`src/rtl/output_bank.sv`:
```
// rtl/output_bank.sv - memory-mapped output bank with byte/half/word lane writes and per-channel PWM dimming
// Duty changes go through a per-channel shadow that reloads only at period end, so the PWM waveform never glitches.
module output_bank #(
  parameter int NUM_CHANNELS = 4,
  parameter int CH_WIDTH     = 8,
  parameter int PWM_BITS     = 8
) (
  input  logic                             clk,
  input  logic                             rst_n,
  input  logic [31:0]                      output_address,
  input  logic [31:0]                      output_in,
  input  logic [1:0]                       output_size,
  input  logic                             output_write_enable,
  output logic [31:0]                      output_out,
  output logic [NUM_CHANNELS*CH_WIDTH-1:0] led
);

  localparam int DUTY_W = PWM_BITS + 1;

  logic [CH_WIDTH-1:0]     data_q     [NUM_CHANNELS];
  logic [DUTY_W-1:0]       duty_q     [NUM_CHANNELS];
  logic [DUTY_W-1:0]       act_duty_q [NUM_CHANNELS];
  logic [NUM_CHANNELS-1:0] mode_q;
  logic [15:0]             prescale_q;
  logic [15:0]             prescale_cnt;
  logic [PWM_BITS-1:0]     pwm_cnt;

  logic [1:0] region;
  logic [3:0] ch_idx;
  logic [5:0] word_idx;
  logic       is_mode;
  logic       is_prescale;
  logic       is_status;

  assign region      = output_address[7:6];
  assign ch_idx      = output_address[5:2];
  assign word_idx    = output_address[7:2];
  assign is_mode     = (word_idx == 6'h20);
  assign is_prescale = (word_idx == 6'h21);
  assign is_status   = (word_idx == 6'h22);

  // Read mux: one word per address, unmapped space reads zero.
  logic [31:0] rd_word;

  always_comb begin
    rd_word = '0;
    for (int i = 0; i < NUM_CHANNELS; i++) begin
      if (region == 2'd0 && ch_idx == 4'(i)) rd_word = 32'(data_q[i]);
      if (region == 2'd1 && ch_idx == 4'(i)) rd_word = 32'(duty_q[i]);
    end
    if (is_mode)     rd_word = 32'(mode_q);
    if (is_prescale) rd_word = 32'(prescale_q);
    if (is_status)   rd_word = {prescale_cnt, 16'(pwm_cnt)};
  end

  assign output_out = rd_word;

  // Lane merge: sub-word writes overlay the addressed lane onto the current register word.
  logic [31:0] wr_word;
  logic        size_ok;
  logic        wr_en;

  always_comb begin
    wr_word = rd_word;
    size_ok = 1'b0;
    case (output_size)
      2'd0: begin
        size_ok = 1'b1;
        case (output_address[1:0])
          2'd0:    wr_word[7:0]   = output_in[7:0];
          2'd1:    wr_word[15:8]  = output_in[7:0];
          2'd2:    wr_word[23:16] = output_in[7:0];
          default: wr_word[31:24] = output_in[7:0];
        endcase
      end
      2'd1: begin
        size_ok = ~output_address[0];
        if (output_address[1]) wr_word[31:16] = output_in[15:0];
        else                   wr_word[15:0]  = output_in[15:0];
      end
      2'd2: begin
        size_ok = (output_address[1:0] == 2'b00);
        wr_word = output_in;
      end
      default: size_ok = 1'b0;
    endcase
  end

  assign wr_en = output_write_enable & size_ok;

  always_ff @(posedge clk or negedge rst_n) begin
    if (!rst_n) begin
      for (int i = 0; i < NUM_CHANNELS; i++) begin
        data_q[i] <= '0;
        duty_q[i] <= '0;
      end
      mode_q     <= '0;
      prescale_q <= '0;
    end else if (wr_en) begin
      for (int i = 0; i < NUM_CHANNELS; i++) begin
        if (region == 2'd0 && ch_idx == 4'(i)) data_q[i] <= wr_word[CH_WIDTH-1:0];
        if (region == 2'd1 && ch_idx == 4'(i)) duty_q[i] <= wr_word[DUTY_W-1:0];
      end
      if (is_mode)     mode_q     <= wr_word[NUM_CHANNELS-1:0];
      if (is_prescale) prescale_q <= wr_word[15:0];
    end
  end

  // The >= compare lets the counter recover when PRESCALE is lowered below it.
  logic tick;
  logic period_end;

  assign tick       = (prescale_cnt >= prescale_q);
  assign period_end = tick && (pwm_cnt == '1);

  logic [NUM_CHANNELS*CH_WIDTH-1:0] led_next;

  always_comb begin
    led_next = '0;
    for (int i = 0; i < NUM_CHANNELS; i++) begin
      if (mode_q[i] && !({1'b0, pwm_cnt} < act_duty_q[i])) led_next[i*CH_WIDTH +: CH_WIDTH] = '0;
      else led_next[i*CH_WIDTH +: CH_WIDTH] = data_q[i];
    end
  end

  always_ff @(posedge clk or negedge rst_n) begin
    if (!rst_n) begin
      prescale_cnt <= '0;
      pwm_cnt      <= '0;
      for (int i = 0; i < NUM_CHANNELS; i++) act_duty_q[i] <= '0;
      led          <= '0;
    end else begin
      prescale_cnt <= tick ? 16'd0 : prescale_cnt + 16'd1;
      if (tick) pwm_cnt <= pwm_cnt + PWM_BITS'(1);
      // Shadow tracks DUTY freely while PWM is off, so enabling PWM starts from the current duty.
      for (int i = 0; i < NUM_CHANNELS; i++) begin
        if (period_end || !mode_q[i]) act_duty_q[i] <= duty_q[i];
      end
      led <= led_next;
    end
  end

endmodule

```
`config.mk`:
```
export PLATFORM = sky130hd
export DESIGN_NAME = output_bank
export DESIGN_NICKNAME = d
export VERILOG_FILES = /design/src/rtl/output_bank.sv
export SDC_FILE = /design/constraint.sdc
export NUM_CORES = 1
export LEC_CHECK = 0
export BUFFER_PORTS_ARGS = -buffer_cell sky130_fd_sc_hd__buf_2
export CORE_MARGIN = 10
export CORE_UTILIZATION = 40
export DETAILED_ROUTE_END_ITERATION = 8
export GPL_TIMING_DRIVEN = 0
export SLEW_MARGIN = 0
export SYNTH_ARGS = -nofsm -noshare
export SYNTH_HDL_FRONTEND = slang
export SYNTH_SLANG_ARGS = --single-unit
```
`constraint.sdc`:
```
create_clock -name clk -period 4.1 [get_ports clk]
set_input_delay 0.82 -clock clk [delete_from_list [all_inputs] [get_ports clk]]
set_output_delay 0.82 -clock clk [all_outputs]
set_load 0.1 [all_outputs]
```
=== After elaboration in Yosys (flattened, before gate mapping) ===
Index checks and enable logic that the tools add are counted.
Widths: inputs -> output; s select.

* Input port bits: 69
* Output and inout port bits: 64
* Flip-flop bits (word level): 180
* Logic and storage cells: 97

* Muxes and demuxes: 21
* Bitwise logic cells: 2
* Magnitude comparators: 5
* Reduce and logical (&&, ||, !) cells: 39
* Eq/ne operators: 11
* Add/subtract/negate cells: 2

{| class="wikitable"
|+ Operator list
! cell !! count
|-
| $mux 32 || 8
|-
| $mux 8 || 7
|-
| $pmux 16 s3 || 1
|-
| $lt 8x9->1 || 4
|-
| $mux 16 || 2
|-
| $reduce_and 2->1 || 10
|-
| $eq 6x6->1 const B || 3
|-
| $mux 9 || 2
|-
| $add 16x1->16 const B || 1
|-
| $ge 16x16->1 || 1
|-
| $logic_and 1x1->1 || 13
|-
| $add 8x1->8 const B || 1
|-
| $eq 4x2->1 const B || 2
|-
| $eq 8x8->1 const B || 1
|-
| $logic_not 1->1 || 8
|-
| $eq 2x1->1 const B || 3
|-
| $logic_not 2->1 || 3
|-
| $eq 4x1->1 const B || 1
|-
| $logic_not 4->1 || 1
|-
| $logic_or 1x1->1 || 4
|-
| $pmux 1 s3 || 1
|-
| $eq 2x2->1 const B || 1
|-
| $and 1x1->1 || 1
|-
| $not 1->1 || 1
|}

=== Depth between registers and ports, before layout ===
Gate-level depths: netlist of the first run.

* Depth in word-level cells: 15
* Gate-level depth with buffers: 9

=== Least setup slack after synthesis of the first run ===
Ideal clock, no wire load.

* Path kind: input to register
* Start: input output_address[2]
* End: register data_q[28] (netlist name)
* Slack: -0.685 ns
* Path buffers: 3
* Setup time: 0.101 ns
* Data arrival time: 4.684 ns
* Cell stages on the path: 8
* Path through: buf_2 -> buf_2 -> buf_2 -> mux4_2 -> mux2i_1 -> o21ai_0 -> mux2i_1 -> o21ai_0

* Longest elaborated chain between the ends: 15
* Elaborated cells between the ends (all ways): 30

{| class="wikitable"
|+ Ends and longest elaborated chain
! what !! line !! text
|-
| from (decl) || 10 || <nowiki>input logic [31:0] output_address,</nowiki>
|-
| $logic_not 4->1 || 48, 49 ||
|-
| $logic_and 1x1->1 || 48 || <nowiki>if (region == 2'd0 && ch_idx == 4'(i)) rd_word = 32'(data_q[i]);</nowiki>
|-
| $mux 8 || 48 ||
|-
| $mux 9 || 49 || <nowiki>if (region == 2'd1 && ch_idx == 4'(i)) rd_word = 32'(duty_q[i]);</nowiki>
|-
| $mux 9 || 48 ||
|-
| $mux 32 || 49 ||
|-
| $mux 32 || 48 ||
|-
| $mux 32 || 49 ||
|-
| $mux 32 || 48 ||
|-
| $mux 32 || 49 ||
|-
| $mux 32 || 51 || <nowiki>if (is_mode) rd_word = 32'(mode_q);</nowiki>
|-
| $mux 32 || 52 || <nowiki>if (is_prescale) rd_word = 32'(prescale_q);</nowiki>
|-
| $mux 32 * || 53 || <nowiki>if (is_status) rd_word = {prescale_cnt, 16'(pwm_cnt)};</nowiki>
|-
| named net output_out[4] || 14 || <nowiki>output logic [31:0] output_out,</nowiki>
|-
| $mux 16 or $mux 8 (tied branches) || 78, 69 ||
|-
| $pmux 16 s3 * || 66 || <nowiki>case (output_size)</nowiki>
|-
| to (signal, indexed assignment) || 101 || <nowiki>if (region == 2'd0 && ch_idx == 4'(i)) data_q[i] <= wr_word[CH_WIDTH-1:0];</nowiki>
|-
| to (decl) || 20 || <nowiki>logic [CH_WIDTH-1:0] data_q [NUM_CHANNELS];</nowiki>
|}

Mark *: on every way through the listed nets, which the timed path passes. The rest lies on a longest branch.
A chain may end at the register's enable or synchronous reset.

=== Worst setup path in the final report of the first run ===
* Start: input output_address[5]
* End: output output_out[7]

* Longest elaborated chain between the ends: 13
* Elaborated cells between the ends (all ways): 26

{| class="wikitable"
|+ Ends and longest elaborated chain
! what !! line
|-
| $logic_not 4->1 || 48, 49
|-
| $logic_and 1x1->1 || 48
|-
| $mux 8 || 48
|-
| $mux 9 || 49
|-
| $mux 9 || 48
|-
| $mux 32 || 49
|-
| $mux 32 || 48
|-
| $mux 32 || 49
|-
| $mux 32 || 48
|-
| $mux 32 || 49
|-
| $mux 32 || 51
|-
| $mux 32 || 52
|-
| $mux 32 * || 53
|-
| to (decl) || 14
|}

Mark *: on every way between the ends. The rest lies on a longest branch, timed or not.

==> run_results.csv, run 1 <==
group,metric,value,unit
critical_path,start_kind,"input pin",
grt,antenna_found_initial,0,
logic_synthesis,synth_top_area_share,48.1,%
power_and_ir_drop,seqPwrFrac,46.1,%
detailed_routing,drcViolationCount,0,
grt,grt_pass1_vias,7270,
logic_synthesis,yosysUniqueCellTypes,68,
place,place_ws,0.252,ns
place,post_dp_cell_area,10200,µm²
floorplanning,die_area,29900,µm²
detailed_routing,routed_via_density,5.51,
power_and_ir_drop,p_int,2.96,mW
critical_path,criticalPathCategory,"in -> out",
logic_synthesis,yosys_warnings,0,
clocking,cts_resized,0,
timing,drv_slew,0,
timing,fin_ws,0.243,ns
timing,post-route-period-util,94.1,%
logic_synthesis,avgSynthCellArea,10.2,µm²
cells_and_area,drive_gt1_share,20.4,%
clocking,cts.sinks,180,
power_and_ir_drop,combPwrFrac,14.4,%
timing,hold_viol,0,
logic_synthesis,synth_top_flop_cell,"dfrtp_1",
floorplanning,dieWidth,173,µm
critical_path,cp-end-kind,"output pin",
grt,grt_max_degree,100,
floorplanning,rows,55,
critical_path,crit_top_cell,"buf_2",
floorplanning,ioPinCount,133,
critical_path,critPathSlowestCell,"nor3_2",
cells_and_area,instances_no_fill,1354,
detailed_routing,post_drt_wl_per_cell,20.6,µm
cells_and_area,n_antenna_cell,0,
place,dp_hpwl,20200,µm
clocking,cts_max_path_buffers,2,
grt,track_usage,18.4,%
detailed_routing,wl,27900,µm
logic_synthesis,syn_nets,1034,
logic_synthesis,yosys.area.top_type,"dfrtp_1",
clocking,root_buffer,"clkbuf_16",
place,port_buffers,88,
critical_path,startpoint,"output_address[5]",
cells_and_area,nets,1143,
critical_path,crit_family,"simple AND/OR/NAND/NOR gates",
power_and_ir_drop,ir_drop,0.254,mV
power_and_ir_drop,leakagePower,5.12,nW
cells_and_area,postLayoutCoreUtil,47.5,%
floorplanning,fp.coreArea,22800,µm²
clocking,cts_setup_buffers,0,
hold_path,hp-class,"in -> async",
logic_synthesis,synth-seq-area-share,48.1,%
critical_path,path_cells,"buf_2 -> nor3_2 -> nand3_1 -> or3b_1 -> o2111ai_1 -> buf_2",
timing,rsz0062_at_grt,"no",
logic_synthesis,synth_most_common_cell,"dfrtp_1",
logic_synthesis,synth_common_cells,"180 x dfrtp_1, 105 x nand2_1, 86 x o21ai_0",
critical_path,crit_buf_inv,2,
run_status,outcome,"complete, no violations",
clocking,clk_latency,0.44,ns
logic_synthesis,syn_area,9360,µm²
cells_and_area,area_growth,15.9,%
logic_synthesis,synth_seq_cells,180,
logic_synthesis,ys_top_cells_by_area,"dfrtp_1 48%, ha_1 6.2%, o21ai_0 4.6%",
logic_synthesis,synth_edf_count,0,
detailed_routing,postRouteAntennaNets,0,
grt,grt-ovfl-total,0,
detailed_routing,vias,7464,
critical_path,max_stage_delay,0.54,ns
timing,post-route-min-period,3.86,ns
clocking,cts_tree,"done",
clocking,htree_levels,4,
detailed_routing,drt-initial-drc-count,720,
flow_run,cap_violations,0,
timing,clock_skew,0.0112,ns
clocking,clk_pin_slew,0.07,ns
clocking,numCtsBuffers,17,
timing,setup_viol,0,
place,gp_congestion,0.940,
cells_and_area,design_area,10800,µm²
power_and_ir_drop,powerDensity,388,nW/µm²
critical_path,crit_arrival,3.04,ns
power_and_ir_drop,switching_share,29.8,%
critical_path,worstReg2RegStart,"duty_q[4]",
place,placed_cells_incl_taps,1322,
power_and_ir_drop,p_sw,1.25,mW
timing,worstMarginPinSlew,1.34,ns
power_and_ir_drop,clkPwrFrac,39.5,%
floorplanning,die_h,173,µm
clocking,ctsHoldBuffers,0,
timing,max_clock_freq,0.259,GHz
critical_path,worstPathRequired,3.28,ns
power_and_ir_drop,finalPower,4.21,mW
critical_path,crit_fanout,10,
timing,slew_headroom,7.93,%
detailed_routing,dr.pass1.iters,6,
grt,grt_pass1_wl,43100,µm
logic_synthesis,synthArstFlopShare,100,%
floorplanning,start_util,41.0,%
logic_synthesis,syn_inst,919,
final timing paths:
| kind | depth (start not counted) | slack [ns] | end |
|---|---|---|---|
| worst max register to register | 5 | 1.26 | duty_q[31] |
| worst max-delay path | 6 | 0.24 | output_out[7] |
| worst min-delay path | 1 | 0.34 | led[14] |
| worst min register to register | 2 | 0.49 | data_q[9] |
| min in group clk | 2 | 0.49 | data_q[9] |
| max in group asynchronous | 2 | 2.88 | prescale_q[15] |
flip-flops by register name, indices dropped and copies added (netlist names):
register,flops
led,32
duty_q,36
data_q,32
mode_q,4
act_duty_q,36
pwm_cnt,8
prescale_cnt,16
prescale_q,16
metrics by stage:
| stage | setup TNS [ns] | hold WS [ns] |
|---|---|---|
| 2_1_floorplan | -5.87 | 0.452 |
| 3_3_place_gp | -125.46 | 0.460 |
| 3_5_place_dp | 0 | 0.471 |
| 4_1_cts | 0 | 0.381 |
| 5_1_grt | 0 | 0.385 |
| 6_report | 0 | 0.341 |
area by class of cell:
type	count	area, µm²
Fill cell	2192	12000
Clock buffer	17	425
Sequential cell	180	4500
Timing Repair Buffer	90	489
Inverter	51	191
Buffer	40	188
Clock inverter	15	171
Multi-Input combinational cell	648	4480
Tap cell	313	392
routing by layer:
| metal | share of wire (%) | global-route usage, % |
|---|---|---|
| met5 | 0 | 0 |
| met4 | 2.1 | 6.00 |
| met3 | 5.8 | 3.72 |
| met2 | 48 | 29.9 |
| met1 | 44 | 24.1 |
cell families (layout without fill, tap and decap cells):
family,after synthesis,count (layout),synth area share [%]
and+or+nand+nor,267,267,14.2
DFF,180,180,48.1
AOI/OAI and AO/OA,253,253,17.6
muxes,64,64,8.22
adders and majority gates,46,46,6.15
xor gates and xnor gates,18,18,1.68
buffers and inverters,91,213,4.05
cell usage in the layout (no fill, tap or decap), drive strengths merged, types with 21 or more instances in the layout:
cell,count
o21ai,122
dfrtp,180
clkbuf,41
and3,22
nand2,105
mux2i,21
a21oi,31
buf,106
nor2,49
inv,57
mux2,37
ha,46
a21boi,31
power groups by stage:
stage          Clock, mW  Sequential (mW)  Combinational (mW)
2_1_floorplan          0             2.07               0.297
3_3_place_gp           0             1.97               0.590
3_5_place_dp           0             1.97               0.604
4_1_cts             1.69             1.94               0.607
5_1_grt             1.77             1.95               0.655
6_report            1.66             1.94               0.605
Power figures use the tool's default switching activity.
==> run 2: changes to the inputs <==
--- a/config.mk
+++ b/config.mk
@@ -6,10 +6,13 @@
 export NUM_CORES = 1
 export LEC_CHECK = 0
 export BUFFER_PORTS_ARGS = -buffer_cell sky130_fd_sc_hd__buf_2
+export CELL_PAD_IN_SITES_DETAIL_PLACEMENT = 1
+export CELL_PAD_IN_SITES_GLOBAL_PLACEMENT = 1
 export CORE_MARGIN = 10
 export CORE_UTILIZATION = 40
 export DETAILED_ROUTE_END_ITERATION = 8
 export GPL_TIMING_DRIVEN = 0
+export PLACE_DENSITY_LB_ADDON = 0.1
 export SLEW_MARGIN = 0
 export SYNTH_ARGS = -nofsm -noshare
 export SYNTH_HDL_FRONTEND = slang
==> run 2 against run 1 <==
Against the previous run: cell count hardly changed; critical path depth increased by 1; sequential share of layout area decreased by 0.053 points; global-route usage increased by 2.5 points; count of clock-buffer cells in the layout grew 1; sequential power barely moved; sequential cell count unchanged; routed wire length up 14%; total power is essentially flat; first-iteration DRC count down 26%; setup slack got worse by 0.12 ns; largest power group unchanged.
==> run_results.csv, run 2 (synthesis results as in run 1) <==
group,metric,value,unit
cells_and_area,n_antenna_cell,0,
detailed_routing,drcViolationCount,0,
critical_path,worstPathRequired,3.28,ns
grt,track_usage,21.0,%
cells_and_area,layout.cells.most_common,"dfrtp_1",
run_status,outcome,"complete, no violations",
place,gp_congestion,0.879,
detailed_routing,routed_via_density,5.65,
detailed_routing,vias,7649,
clocking,clk_latency,0.45,ns
floorplanning,ioPinCount,133,
detailed_routing,wl,31700,µm
timing,clock_skew,0.0147,ns
timing,rsz0062_at_grt,"no",
cells_and_area,postLayoutCoreUtil,47.5,%
cells_and_area,drive_gt1_share,20.5,%
detailed_routing,dr.pass1.iters,9,
grt,grt_pass1_wl,49000,µm
power_and_ir_drop,ir_drop,0.207,mV
detailed_routing,postRouteAntennaNets,0,
clocking,ctsHoldBuffers,0,
floorplanning,dieWidth,173,µm
floorplanning,die_area,29900,µm²
critical_path,crit_family,"buffers and inverters",
clocking,cts_max_path_buffers,2,
critical_path,start_kind,"input pin",
floorplanning,start_util,41.0,%
clocking,htree_levels,4,
power_and_ir_drop,powerDensity,388,nW/µm²
hold_path,hp-class,"in -> async",
floorplanning,rows,55,
critical_path,worstReg2RegStart,"duty_q[25]",
power_and_ir_drop,leakagePower,5.12,nW
flow_run,cap_violations,0,
clocking,root_buffer,"clkbuf_16",
grt,grt_max_degree,100,
clocking,cts_setup_buffers,0,
cells_and_area,nets,1144,
cells_and_area,reg.largest.list,"act_duty_q: 36 flops, duty_q: 36 flops",
cells_and_area,area_growth,16.1,%
critical_path,max_stage_delay,0.49,ns
timing,hold_viol,0,
critical_path,cp-end-kind,"output pin",
timing,slew_headroom,13.2,%
timing,setup_viol,0,
critical_path,startpoint,"output_address[3]",
clocking,clk_pin_slew,0.08,ns
place,dp_hpwl,22800,µm
critical_path,crit_fanout,10,
clocking,numCtsBuffers,17,
timing,post-route-period-util,96.9,%
detailed_routing,drt-initial-drc-count,532,
floorplanning,fp.coreArea,22800,µm²
clocking,cts_tree,"done",
critical_path,path_cells,"buf_4 -> buf_2 -> nor2b_1 -> clkbuf_1 -> clkbuf_1 -> and3_1 -> buf_2",
place,port_buffers,88,
timing,final.setup.tns,0,ns
clocking,cts.sinks,180,
critical_path,crit_buf_inv,5,
grt,antenna_found_initial,0,
floorplanning,die_h,173,µm
critical_path,critPathSlowestCell,"clkbuf_1",
place,placed_cells_incl_taps,1323,
critical_path,criticalPathCategory,"in -> out",
detailed_routing,post_drt_wl_per_cell,23.4,µm
cells_and_area,final_cell_mix,"180 x dfrtp_1, 105 x nand2_1, 96 x buf_2, 85 x o21ai_0, 51 x inv_1",
timing,max_clock_freq,0.252,GHz
timing,drv_slew,0,
critical_path,crit_arrival,3.15,ns
timing,worstMarginPinSlew,1.30,ns
timing,post-route-min-period,3.97,ns
grt,grt-ovfl-total,0,
cells_and_area,instances_no_fill,1355,
grt,grt_pass1_vias,7842,
run 2: repair_timing:
action | CTS | global route
gates resized for setup | 0 | 1
endpoints found under the setup margin | 0 | 1
hold endpoints to repair | 0 | 0
run 2: worst paths after layout:
path	to	slack [ns]	cells after the start
setup / recovery	output_out[27]	0.13	7
hold / removal	led[22]	0.33	1
setup reg to reg	duty_q[25]	1.17	6
hold reg to reg	data_q[9]	0.49	2
max in group asynchronous	data_q[7]	2.84	2
min in group clk	data_q[9]	0.49	2
run 2: stage by stage:
step | setup slack (ns) | cell area, µm² | power, mW | hold slack [ns]
2_1_floorplan | -0.577 | 9360 | 2.37 | 0.452
3_3_place_gp | -0.920 | 10200 | 2.58 | 0.466
3_5_place_dp | 0.0387 | 10300 | 2.61 | 0.479
4_1_cts | 0.0702 | 10800 | 4.24 | 0.394
5_1_grt | 0.0120 | 10900 | 4.38 | 0.403
6_report | 0.127 | 10900 | 4.21 | 0.330
run 2: layout make-up:
cell class	count	area, µm²
clock inverters	14	144
clock buffers	18	439
inverters	51	191
multi-input cells	648	4500
well taps	313	392
flip-flops and latches	180	4500
fillers	2600	12000
repair buffers	91	504
plain buffers	40	188
run 2: routing by layer:
metal / vias to the layer above / routed length (µm) / track usage, %
met5: - / 0 / 0
met4: 0 / 614 / 5.89
met3: 40 / 1580 / 4.07
met2: 187 / 13900 / 31.4
met1: 3916 / 15500 / 30.0
li1: 3506 / - / -
run 2: power breakdown:
part	switching, mW	internal (mW)	total [mW]
combinational	0.459	0.172	0.631
sequential	0.0727	1.87	1.94
clock	0.811	0.823	1.63
total	1.34	2.87	4.21
run 2: worst register-to-register path, stage by stage, from the launching register on:
cell and delay [ns]:
dfrtp_1 0.43, mux4_2 0.48, nor2b_1 0.15, o21ai_0 0.28, o2111ai_1 0.31, mux2i_2 0.89
o21ai_0 0.23
